--- config.mk ---
export PLATFORM = sky130hd
export DESIGN_NAME = div_reconstruct
export DESIGN_NICKNAME = d
export VERILOG_FILES = /design/src/rtl/div_pkg.sv /design/src/rtl/div_shift_add_mul.sv /design/src/rtl/div_reconstruct.sv
export SDC_FILE = /design/constraint.sdc
export NUM_CORES = 1
export LEC_CHECK = 0
export BUFFER_PORTS_ARGS = -buffer_cell sky130_fd_sc_hd__buf_2
export CAP_MARGIN = 5
export CORE_AREA = 3 3 107 149
export DETAILED_ROUTE_END_ITERATION = 10
export DIE_AREA = 0 0 110 152
export PLACE_DENSITY_LB_ADDON = 0.3
export SETUP_SLACK_MARGIN = 0.05
export SLEW_MARGIN = 0
export SYNTH_ARGS = -nofsm -noshare
export SYNTH_HDL_FRONTEND = slang
export SYNTH_HIERARCHICAL = 1
export SYNTH_SLANG_ARGS = --single-unit
--- constraint.sdc ---
create_clock -name clk -period 2.9 [get_ports clk]
set_input_delay 0.435 -clock clk [delete_from_list [all_inputs] [get_ports clk]]
set_output_delay 0.435 -clock clk [all_outputs]
set_load 0.01 [all_outputs]
--- src/rtl/div_pkg.sv ---
`default_nettype none
// ============================================================================
// div_pkg : shared FSM encoding and sizing constants for div_reconstruct
// Rev 1.0
// ============================================================================
package div_pkg;

  localparam int c_default_width = 16;
  localparam int c_latency       = c_default_width + 2;

  typedef enum logic [1:0] {
    IDLE = 2'd0,
    MUL  = 2'd1,
    ADD  = 2'd2,
    DONE = 2'd3
  } div_state_t;

endpackage
`default_nettype wire

--- src/rtl/div_shift_add_mul.sv ---
`default_nettype none
// ============================================================================
// div_shift_add_mul : radix-2 shift-add unsigned multiplier, one bit per cycle
// Rev 1.0
// ============================================================================
module div_shift_add_mul import div_pkg::*; #(
  parameter int WIDTH = c_default_width
) (
  input  logic                 clk,
  input  logic                 rst,
  input  logic                 start,
  input  logic [WIDTH-1:0]     mcand,
  input  logic [WIDTH-1:0]     mplier,
  output logic                 done,
  output logic [2*WIDTH-1:0]   product
);

  localparam int                 c_cnt_w = $clog2(WIDTH + 1);
  localparam logic [c_cnt_w-1:0] c_last  = c_cnt_w'(WIDTH - 1);

  logic [2*WIDTH-1:0] r_mcand;
  logic [2*WIDTH-1:0] r_acc;
  logic [WIDTH-1:0]   r_mplier;
  logic [c_cnt_w-1:0] r_cnt;
  logic               r_busy;
  logic               r_done;

  always_ff @(posedge clk) begin
    if (rst) begin
      r_mcand  <= '0;
      r_acc    <= '0;
      r_mplier <= '0;
      r_cnt    <= '0;
      r_busy   <= 1'b0;
      r_done   <= 1'b0;
    end else begin
      r_done <= 1'b0;
      if (start && !r_busy) begin
        r_mcand  <= {{WIDTH{1'b0}}, mcand};
        r_mplier <= mplier;
        r_acc    <= '0;
        r_cnt    <= '0;
        r_busy   <= 1'b1;
      end else if (r_busy) begin
        if (r_mplier[0]) begin
          r_acc <= r_acc + r_mcand;
        end
        r_mcand  <= r_mcand << 1;
        r_mplier <= r_mplier >> 1;
        r_cnt    <= r_cnt + 1'b1;
        if (r_cnt == c_last) begin
          r_busy <= 1'b0;
          r_done <= 1'b1;
        end
      end
    end
  end

  assign done    = r_done;
  assign product = r_acc;

endmodule
`default_nettype wire

--- src/rtl/div_reconstruct.sv ---
`default_nettype none
// ============================================================================
// div_reconstruct : dividend = quotient*divisor + remainder (signed, iterative)
// Optional range check on the exact sum: define DIV_RECONSTRUCT_OVF_EN.
// Rev 1.0
// ============================================================================
module div_reconstruct import div_pkg::*; #(
  parameter int WIDTH = c_default_width
) (
  input  logic             clk,
  input  logic             rst,
  input  logic             start,
  input  logic [WIDTH-1:0] quotient,
  input  logic [WIDTH-1:0] divisor,
  input  logic [WIDTH-1:0] remainder,
  output logic             busy,
  output logic             done,
  output logic [WIDTH-1:0] dividend,
  output logic             overflow
);

  div_state_t r_state;
  div_state_t w_state_next;

  logic               w_accept;
  logic               w_mul_done;
  logic [WIDTH-1:0]   w_mag_q;
  logic [WIDTH-1:0]   w_mag_d;
  logic [2*WIDTH-1:0] w_prod_mag;
  logic [2*WIDTH-1:0] w_prod_s;
  logic [2*WIDTH:0]   w_sum;

  logic               r_neg;
  logic [WIDTH-1:0]   r_rem;
  logic [WIDTH-1:0]   r_dividend;

  assign w_accept = (r_state == IDLE) && start;

  // Plain negation keeps -2^(WIDTH-1) intact as an unsigned magnitude.
  assign w_mag_q = quotient[WIDTH-1] ? -quotient : quotient;
  assign w_mag_d = divisor[WIDTH-1]  ? -divisor  : divisor;

  div_shift_add_mul #(.WIDTH(WIDTH)) u_mul (
    .clk     (clk),
    .rst     (rst),
    .start   (w_accept),
    .mcand   (w_mag_q),
    .mplier  (w_mag_d),
    .done    (w_mul_done),
    .product (w_prod_mag)
  );

  assign w_prod_s = r_neg ? -w_prod_mag : w_prod_mag;
  assign w_sum    = {w_prod_s[2*WIDTH-1], w_prod_s}
                  + {{(WIDTH+1){r_rem[WIDTH-1]}}, r_rem};

  always_ff @(posedge clk) begin
    if (rst) begin
      r_state <= IDLE;
    end else begin
      r_state <= w_state_next;
    end
  end

  always_comb begin
    w_state_next = r_state;
    busy         = 1'b1;
    done         = 1'b0;
    case (r_state)
      IDLE: begin
        busy = 1'b0;
        if (start) w_state_next = MUL;
      end
      MUL:  if (w_mul_done) w_state_next = ADD;
      ADD:  w_state_next = DONE;
      DONE: begin
        done         = 1'b1;
        w_state_next = IDLE;
      end
      default: w_state_next = IDLE;
    endcase
  end

  always_ff @(posedge clk) begin
    if (rst) begin
      r_neg      <= 1'b0;
      r_rem      <= '0;
      r_dividend <= '0;
    end else begin
      if (w_accept) begin
        r_neg <= quotient[WIDTH-1] ^ divisor[WIDTH-1];
        r_rem <= remainder;
      end
      if (r_state == ADD) begin
        r_dividend <= w_sum[WIDTH-1:0];
      end
    end
  end

  assign dividend = r_dividend;

`ifdef DIV_RECONSTRUCT_OVF_EN
  logic r_ovf;
  logic w_ovf;

  // In range exactly when every bit above the result sign copies it.
  assign w_ovf = (w_sum[2*WIDTH:WIDTH-1] != '0) && (w_sum[2*WIDTH:WIDTH-1] != '1);

  always_ff @(posedge clk) begin
    if (rst) begin
      r_ovf <= 1'b0;
    end else if (r_state == ADD) begin
      r_ovf <= w_ovf;
    end
  end

  assign overflow = r_ovf;
`else
  logic w_unused_hi;
  assign w_unused_hi = ^w_sum[2*WIDTH:WIDTH];
  assign overflow    = 1'b0;
`endif

endmodule
`default_nettype wire

### Yosys cells after proc, flatten, opt, wreduce, memory -nomap -nowiden

Cells that the tools add are included.

* add/subtract/negate cells: 6
* eq/ne operators: 6
* mux-type cells: 16
* bitwise gates (word level): 2
* reduce and logical (&&, ||, !) cells: 9

Operator list (count)
* $mux 16: 7
* $neg 16->16: 3
* $add 32x32->32: 1
* $add 16x16->16: 1
* $pmux 2 s4: 1
* $mux 1: 6
* $add 5x1->5 const B: 1
* $eq 5x4->1 const B: 1
* $eq 2x2->1 const B: 2
* $mux 2: 2
* $reduce_and 2->1: 2
* $reduce_or 3->1: 1
* $eq 2x1->1 const B: 1
* $logic_and 1x1->1: 2
* $logic_not 2->1: 1
* $ne 2x1->1 const B: 1
* $ne 2x2->1 const B: 1
* $reduce_bool 2->1: 1
* $reduce_or 2->1: 1
* $logic_not 1->1: 1
* $not 1->1: 1
* $xor 1x1->1: 1

* register bits: 122
* logic and storage cells: 50

### Logic depth before layout (Yosys ltp)

* word-level depth: 4
* mapped depth: 13
* mapped depth without buffers: 13

### By module

The synthesis kept the hierarchy.

By module, submodules not included
* div_shift_add_mul: instances 1, cells an instance 644, area each 5143.7 um^2, seq. area each 1741.7 um^2
* div_reconstruct: instances 1, cells an instance 391, area each 3034.2 um^2, seq. area each 700.7 um^2

### Least setup slack after synthesis

No wires, ideal clock.

* path kind: register to register
* start: register u_mul.r_acc[1], in the netlist u_mul/product[1]
* end: register r_dividend[11], in the netlist dividend[11]
* arrival: 2.668 ns
* data required time: 2.809 ns
* path slack: 0.141 ns
* cell stages (with the launch flop): 12
* buffers on the path: 0
* cell sequence: dfxtp_1 > inv_1 > ha_1 > nand2b_1 > o41ai_1 > xnor2_1 > ha_1 > a221o_1 > and3_1 > a21boi_0 > o21ai_0 > a311oi_1

* cells in the longest elaborated chain, start to end: 3

RTL lines
* from (decl): line div_shift_add_mul.sv:22 `logic [2*WIDTH-1:0] r_acc;`
* from (signal assigned): line div_shift_add_mul.sv:46 `r_acc <= r_acc + r_mcand;`
* $neg 16->16: line div_reconstruct.sv:53 `assign w_prod_s = r_neg ? -w_prod_mag : w_prod_mag;`
* $mux 16 (*): line div_reconstruct.sv:53
* $add 16x16->16 (*): line div_reconstruct.sv:55 `+ {{(WIDTH+1){r_rem[WIDTH-1]}}, r_rem};`
* to (signal assigned): line div_reconstruct.sv:95 `r_dividend <= w_sum[WIDTH-1:0];`
* to (decl): line div_reconstruct.sv:35 `logic [WIDTH-1:0] r_dividend;`

Every way passes the cells marked *; elsewhere a longest branch is shown, timed or not.
A chain may end at the register's enable or synchronous reset.

### Worst setup path in the final report

* start: register u_mul.r_acc[0], in the netlist u_mul/product[0]
* end: register r_dividend[11], in the netlist dividend[11]

Same word-level chain as after synthesis.

==> impl_metrics.env <==
export IMPL_dp_hpwl_um=10400
export IMPL_core_area_sq_um=14600
export IMPL_cts_buffers=9
export IMPL_cp_arrival_ns=2.97
export IMPL_seqCellArea_sq_um=1800
export IMPL_antenna_diode_count=0
export IMPL_finalCriticalPeriod_ns=2.72
export IMPL_start_kind="flop"
export IMPL_max_freq_mhz=368
export IMPL_rsz0062_at_grt="yes"
export IMPL_hold_viol_final=0
export IMPL_path_class="reg -> reg"
export IMPL_grt_first_pass_wirelength_um=22200
export IMPL_ant_nets=0
export IMPL_drc_errors=0
export IMPL_grt_start_max_net_pins=71
export IMPL_vias_per_cell=5.23
export IMPL_finalMaxSlewViolations=0
export IMPL_clkSlewWorstSetupHoldPaths_ns=0.07
export IMPL_post_drt_wl_per_cell_um=13.3
export IMPL_cp_end_kind="flop"
export IMPL_syn_to_final_growth_pct=17.0
export IMPL_final_period_utilization=0.937
export IMPL_syn_area_sq_um=6020
export IMPL_ir_drop_v=0.000410
export IMPL_antenna_found_initial=0
export IMPL_drive_gt1_frac=0.164
export IMPL_finalClockSkew_ns=0.00952
export IMPL_fill_cells=1457
export IMPL_dieHeight_um=152
export IMPL_drt_iter0_drc=207
export IMPL_io_pins=70
export IMPL_leakagePower_nw=3.04
export IMPL_cts_root_buf="clkbuf_16"
export IMPL_setup_slack_ns=0.182
export IMPL_cts_tree="done"
export IMPL_cts_sinks=90
export IMPL_synthCells=770
export IMPL_postSynthNetCount=867
export IMPL_layout_common_cells="102 x nand2_1, 96 x nor2_1, 91 x a21oi_1, 89 x dfxtp_1, 68 x buf_2"
export IMPL_utilization=0.481
export IMPL_totalNegativeSetupSlack_ns=0
export IMPL_dieArea_sq_um=16700
export IMPL_slew_headroom=0.548
export IMPL_drt_pass1_iterations=4
export IMPL_maxCapViolCount=0
export IMPL_dr_total_vias=5365
export IMPL_p_per_area_nw_per_um2=602
export IMPL_wl_um=13700
export IMPL_critical_path_required_ns=3.15
export IMPL_p_total_mw=4.24
export IMPL_insertion_delay_ns=0.34
export IMPL_grt_pass1_vias=4980
export IMPL_die_x_um=110
export IMPL_cts_max_path_buffers=2
export IMPL_final_common_cell="nand2_1"
export IMPL_syn_area_per_cell_sq_um=7.82
export IMPL_status="finished, final reports clean"
export IMPL_cts_htree_levels=3
export IMPL_overflow=0
export IMPL_tightestPinTransition_ns=0.679
export IMPL_num_rows=52
export IMPL_finalNetCount=928
export IMPL_gp_congestion=0.865
export IMPL_r2r_slack_ns=0.18
export IMPL_cp_max_fo=5
export IMPL_holdCritPathClass="in -> reg"
export IMPL_numPortBuffers=68
export IMPL_multi_input_area_sq_um=4090
export IMPL_yosys_warnings=6
export IMPL_initial_utilization=0.411
export IMPL_track_usage=0.160
export IMPL_setup_viol=0
export IMPL_place_ws_ns=0.0283
## through the flow
stage / instance area [sq um] / cells / hold slack, ns
floorplan: 6020 / 770 / 0.440
global placement: 6610 / 1006 / 0.452
detailed placement: 6610 / 1006 / 0.454
CTS: 6910 / 1022 / 0.315
global route: 7040 / 1025 / 0.333
finish: 7040 / 1025 / 0.331
## final timing paths
check / startpoint / end / cells after the start
hold reg to reg: r_rem[2]$_SDFFE_PP0P_ / r_rem[2]$_SDFFE_PP0P_ / 2
setup reg to reg: u_mul/product[0]$_SDFFE_PP0P_ / dividend[11]$_SDFFE_PP0P_ / 12
setup / recovery: u_mul/product[0]$_SDFFE_PP0P_ / dividend[11]$_SDFFE_PP0P_ / 12
hold / removal: remainder[11] / r_rem[11]$_SDFFE_PP0P_ / 3
## cell type report
| class | count | share of cell area |
|---|---|---|
| inverter | 23 | 0.0123 |
| clock buffer | 12 | 0.0364 |
| tap | 189 | 0.0336 |
| multi-input combinational | 613 | 0.580 |
| sequential | 90 | 0.256 |
| timing repair buffer | 94 | 0.0778 |
| clock inverter | 4 | 0.00373 |
## state kept, by name, summed over array words and instances, names as in the netlist, 2 cells and up
signal,flops
r_rem,16
u_mul/product,16
u_mul/r_cnt,5
r_state,2
u_mul/r_mcand,16
u_mul/r_mplier,16
dividend,16
## critical path, stage by stage (launching register included)
cell	delay, ns
dfxtp_1	0.33
inv_2	0.07
ha_4	0.14
nand2b_4	0.08
o41ai_4	0.37
xnor2_2	0.12
ha_1	0.35
a221o_1	0.37
and3_4	0.20
a21boi_1	0.13
buf_4	0.15
o21ai_0	0.07
a311oi_1	0.25
## per-layer routing
| metal | wire length, um | part of all wire | global-route usage | vias up |
|---|---|---|---|---|
| met3 | 512 | 0.037 | 0.0297 | 12 |
| met1 | 6160 | 0.45 | 0.191 | 2424 |
| met5 | 0 | 0 | 0 | - |
| met4 | 162 | 0.012 | 0.0481 | 0 |
| met2 | 6850 | 0.50 | 0.285 | 96 |
| li1 | - | - | - | 2833 |
## where the power goes
group	leakage [nW]	internal (mW)	switching [mW]
combinational	2.16	0.654	0.894
clock	0.139	0.627	0.480
sequential	0.733	1.43	0.151
## timing repair
action / in CTS / in global routing
setup buffers: 0 / 3
cloned: 0 / 0
hold buffers: 0 / 0
setup endpoints to repair: 3 / 6
gates resized for setup: 3 / 22
pin swaps: 0 / 11
No activity file was read; power rests on OpenSTA's default activity.
